**config.mk**
```make
export PLATFORM = sky130hd
export DESIGN_NAME = div_ctrl
export DESIGN_NICKNAME = d
export VERILOG_FILES = /design/src/rtl/div_ctrl.sv
export SDC_FILE = /design/constraint.sdc
export NUM_CORES = 1
export LEC_CHECK = 0
export BUFFER_PORTS_ARGS = -buffer_cell sky130_fd_sc_hd__clkbuf_2
export CAP_MARGIN = 20
export CORE_UTILIZATION = 50
export DETAILED_ROUTE_END_ITERATION = 10
export GPL_TIMING_DRIVEN = 0
export MAX_ROUTING_LAYER = met4
export PLACE_DENSITY = 0.8
export REMOVE_ABC_BUFFERS = 1
export SYNTH_ARGS = -nofsm -noshare
export SYNTH_HDL_FRONTEND = slang
export SYNTH_SLANG_ARGS = --single-unit
```
**constraint.sdc**
```tcl
create_clock -name clk -period 4.5 [get_ports clk]
set_input_delay 0.9 -clock clk [delete_from_list [all_inputs] [get_ports clk]]
set_output_delay 0.9 -clock clk [all_outputs]
set_load 0.05 [all_outputs]
```
**src/rtl/div_ctrl.sv**
```systemverilog
// Multi-cycle sequencer for the RV32M divide group (DIV/DIVU/REM/REMU).
// Runs a DW-step restoring divider on operand magnitudes and fixes up signs on completion.
module div_ctrl #(
    parameter int unsigned DW    = 32,
    parameter int unsigned CNT_W = 5
) (
    input  logic          clk,
    input  logic          rst,
    input  logic          start_i,
    input  logic [2:0]    func3_i,
    input  logic [DW-1:0] dividend_i,
    input  logic [DW-1:0] divisor_i,
    input  logic [4:0]    rd_addr_i,
    input  logic          flush_i,
    output logic          busy_o,
    output logic          ready_o,
    output logic [DW-1:0] result_o,
    output logic [4:0]    rd_addr_o,
    output logic          reg_wen_o
);

    localparam logic [1:0] IDLE = 2'd0;
    localparam logic [1:0] CALC = 2'd1;
    localparam logic [1:0] DONE = 2'd2;

    logic [1:0]       state_q, state_d;
    logic [CNT_W-1:0] cnt_q;
    logic             rem_sel_q;
    logic             neg_quo_q;
    logic             neg_rem_q;
    logic [DW-1:0]    dvs_q;
    logic [DW-1:0]    quo_q;
    logic [DW-1:0]    rem_q;
    logic [DW-1:0]    result_q;
    logic [4:0]       rd_addr_q;

    logic          accept;
    logic          is_signed;
    logic          dvd_neg;
    logic          dvs_neg;
    logic          div_zero;
    logic          last;
    logic [DW-1:0] dvd_abs;
    logic [DW-1:0] dvs_abs;
    logic [DW-1:0] zero_res;

    logic [DW:0]   rem_sh;
    logic [DW-1:0] quo_sh;
    logic [DW-1:0] diff;
    logic          ge;
    logic [DW-1:0] rem_step;
    logic [DW-1:0] quo_step;
    logic [DW-1:0] quo_fin;
    logic [DW-1:0] rem_fin;
    logic [DW-1:0] fin;

    assign accept    = (state_q == IDLE) && start_i && !flush_i;
    assign is_signed = func3_i[2] && !func3_i[0];
    assign dvd_neg   = is_signed && dividend_i[DW-1];
    assign dvs_neg   = is_signed && divisor_i[DW-1];
    assign dvd_abs   = dvd_neg ? (~dividend_i + 1'b1) : dividend_i;
    assign dvs_abs   = dvs_neg ? (~divisor_i + 1'b1) : divisor_i;
    assign div_zero  = (divisor_i == '0);
    assign zero_res  = func3_i[1] ? dividend_i : '1;
    assign last      = (cnt_q == CNT_W'(DW - 1));

    // rem_sh is the DW+1 bit partial remainder; its top bit alone means it exceeds any divisor,
    // and the modular DW-bit difference is exact because the result is always below the divisor.
    assign rem_sh   = {rem_q, quo_q[DW-1]};
    assign quo_sh   = {quo_q[DW-2:0], 1'b0};
    assign ge       = rem_sh[DW] || (rem_sh[DW-1:0] >= dvs_q);
    assign diff     = rem_sh[DW-1:0] - dvs_q;
    assign rem_step = ge ? diff : rem_sh[DW-1:0];
    assign quo_step = quo_sh | {{(DW-1){1'b0}}, ge};

    assign quo_fin = neg_quo_q ? (~quo_step + 1'b1) : quo_step;
    assign rem_fin = neg_rem_q ? (~rem_step + 1'b1) : rem_step;
    assign fin     = rem_sel_q ? rem_fin : quo_fin;

    always_comb begin
        state_d = state_q;
        case (state_q)
            IDLE:    if (accept) state_d = div_zero ? DONE : CALC;
            CALC:    if (flush_i) state_d = IDLE;
                     else if (last) state_d = DONE;
            DONE:    state_d = IDLE;
            default: state_d = IDLE;
        endcase
    end

    always_ff @(posedge clk) begin
        if (rst) begin
            state_q   <= IDLE;
            cnt_q     <= '0;
            rem_sel_q <= 1'b0;
            neg_quo_q <= 1'b0;
            neg_rem_q <= 1'b0;
            dvs_q     <= '0;
            quo_q     <= '0;
            rem_q     <= '0;
            result_q  <= '0;
            rd_addr_q <= '0;
        end else begin
            state_q <= state_d;
            if (accept) begin
                rem_sel_q <= func3_i[1];
                rd_addr_q <= rd_addr_i;
                neg_quo_q <= dvd_neg ^ dvs_neg;
                neg_rem_q <= dvd_neg;
                dvs_q     <= dvs_abs;
                quo_q     <= dvd_abs;
                rem_q     <= '0;
                cnt_q     <= '0;
                if (div_zero) result_q <= zero_res;
            end else if (state_q == CALC && !flush_i) begin
                quo_q <= quo_step;
                rem_q <= rem_step;
                cnt_q <= cnt_q + CNT_W'(1);
                if (last) result_q <= fin;
            end
        end
    end

    // A flush landing on the DONE cycle suppresses the write-back.
    assign busy_o    = accept || (state_q == CALC);
    assign ready_o   = (state_q == DONE) && !flush_i;
    assign reg_wen_o = ready_o;
    assign result_o  = result_q;
    assign rd_addr_o = rd_addr_q;

endmodule

```
==> out/summary.txt <==
outcome: finished clean
Setup Viol. Count Final: 0
DR vias/cell: 6.32
Area after DPL: 12100 um2
initial antenna violation count: 0
pin count of the biggest net entering global routing: 65
effective utilization at floorplan: 51.6%
post-synthesis adder-cell area fraction: 4.35%
final hold vios: 0
simple-gate share of the synthesized area: 23.3%
post-synthesis mux area share: 2.06%
Synth area leader: dfxtp_1
Mapped Area: 11400 um2
Max rail drop VDD: 0.294 mV
crit path kind: flip-flop to flip-flop
RD Place Congestion: 0.909
ranking of synthesized cells by area: dfxtp_1, nand2_1, nor2_1, a21oi_1, xnor2_1
P&R area growth vs syn: 17.2%
syn avg cell area: 7.26 um2
setup TNS: 0 ns
Die Wd: 153 um
DR WL/cell: 18.2 um
Fin Clk Skew: 0.00801 ns
die height: 153 um
CP Data Arrival Time: 4.77 ns
complex-gate fraction of the synthesized area: 29.7%
sequential-to-total area share from yosys stat: 25.1%
number of hold buffers added after CTS: 0
Req. time, crit path: 4.80 ns
Post-synth EDFFs: 0
Antenna diodes: 0
RSZ-0062 raised after global routing: yes
Site Rows: 54
Core Area: 22100 um2
Peak Freq: 224 MHz
total CTS buffers: 17
CTS tree: yes
global-route wire length before repair: 56500 um
Slew @ Worst Pin: 1.09 ns
Final min period: 4.47 ns
vias: 12200
register bit total from synthesis: 143
Post-Synthesis Cells: 1569
CTS Buffer Depth: 2
# IOs: 116
Ys Warns: 0
Setup WS pre-CTS: -1.59 ns
critical path peak fanout: 5
vias in the first global route: 11400
register clock-pin slew on the reported worst setup and hold paths: 0.06 ns
largest family of logic cells by synthesized area: compound AO/OA/AOI/OAI gates
fin. max-slew vios: 0
overall routing resource usage: 30.4%
Final ANT Viol Nets: 0
H-Tree Level Count: 4
DIE AREA: 23400 um2
Nets: 1758
total global routing overflow: 0
share of layout cells above drive strength 1: 16.3%
DRT Pass-1 Iters: 8
Final period util: 99.4%
Synth Flop Type: dfxtp_1
DR DRC count: 0
1st-iter DRT viols: 971
drt total wl: 35300 um
Max-slew headroom: 27.2%
Root Driver: clkbuf_16
clk sinks: 143
PD cells: 334 nW/um2
Buffers on Ports: 115
setup ws final: 0.0277 ns
max cap viols: 0
top cell type's share of synthesized area: 25.1%
Worst setup EP type: flip-flop
Static Leak: 4.99 nW
leading cell type in the layout, fill and taps excluded: nand2_1
Post-Synth XOR/XNOR Area: 9.76%
synth unique cells: 84
final instance area: 13400 um2
CP Launch Type: flip-flop
highest-count cells in the layout ignoring fill and taps: nand2_1, nor2_1, dfxtp_1, a21oi_1, clkbuf_2
Clock Latency Late Sink: 0.43 ns
Hold WC Path Type: flip-flop to flip-flop
asr flop ratio synth: 0%
DP HPWL: 25200 um
PnR Total Power: 4.47 mW
## final timing paths
check / from / to / slack, ns / depth (start not counted)
worst max-delay path: quo_q[31] / result_o[30] / 0.03 / 18
worst min-delay path: result_o[14] / result_o[14] / 0.45 / 2
worst min register to register: result_o[14] / result_o[14] / 0.45 / 2
worst max register to register: quo_q[31] / result_o[30] / 0.03 / 18
## cell usage after synthesis, drive strengths merged, types with 12 or more instances
| master | count |
|---|---|
| nand2 | 197 |
| a311oi | 35 |
| nor4 | 14 |
| o21a | 17 |
| buf | 13 |
| nor2 | 179 |
| and2 | 13 |
| inv | 62 |
| nand4 | 13 |
| o41ai | 15 |
| and3 | 14 |
| mux2i | 19 |
| nand3 | 27 |
| or3 | 12 |
| or4 | 12 |
| a21oi | 129 |
| a31oi | 17 |
| o31ai | 24 |
| clkbuf | 86 |
| xnor2 | 65 |
| a211oi | 69 |
| o21ai | 96 |
| xor2 | 62 |
| nand2b | 12 |
| o211ai | 21 |
| ha | 38 |
| nor3 | 47 |
| dfxtp | 143 |
## layout make-up
type,instances,area (um2)
fillers,1973,8730
multi-input cells,1265,8280
flip-flops and latches,143,2870
repair buffers,153,983
clock buffers,21,460
well taps,280,350
inverters,63,249
clock inverters,10,161
## worst max-delay path, cell delays in order (launching register included)
cell and delay, ns:
dfxtp_4 0.42, inv_2 0.06, ha_4 0.16, fa_2 0.36, and2b_2 0.26, o21ai_2 0.08
a2111o_1 0.46, a31o_4 0.31, nand2_8 0.12, a21oi_4 0.08, inv_1 0.06, ha_2 0.19
nand3_2 0.09, a211o_1 0.28, o31a_1 0.37, a211oi_4 0.24, nand4_1 0.25, o41ai_1 0.44
a21oi_1 0.11
## layer usage
layer	global-route usage [%]	routed length, um
met1	37.4	14900
met2	50.2	16800
met3	4.65	2610
met4	11.3	1020
met5	-	0
## cells by family after synthesis
kind of cell,count (synthesis)
AO/OA/AOI/OAI,498
XOR/XNOR,127
adder cells (fa/ha/maj),39
buffers and inverters,162
flip-flops,143
multiplexers,23
AND/OR/NAND/NOR,577
## report_power, final
group / internal (mW) / switching [mW]
logic: 0.590 / 0.958
registers: 1.32 / 0.0656
clock network: 0.954 / 0.582
## registers in the layout, summed over array words and instances, names as in the netlist
register	count
dvs_q	32
result_o	32
rd_addr_o	5
quo_q	32
rem_q	32
neg_rem_q	1
rem_sel_q	1
neg_quo_q	1
state_q	2
cnt_q	5
## through the flow
| step | util, % | std cells | hold slack [ns] |
|---|---|---|---|
| 2_1_floorplan | - | 1470 | 0.426 |
| 3_3_place_gp | 53.9 | 1865 | 0.427 |
| 3_5_place_dp | 55.0 | 1880 | 0.444 |
| 4_1_cts | 59.0 | 1925 | 0.452 |
| 5_1_grt | 60.5 | 1935 | 0.468 |
| 6_report | 60.5 | 1935 | 0.448 |
## what timing repair did
action                     4_1_cts  5_1_grt
gates resized for setup         39       49
hold endpoints to repair         0        0
cloned                           1        0
setup buffers                   13        9
setup endpoints to repair       36       15
pin swaps                       13       20
Power figures use the tool's default switching activity.
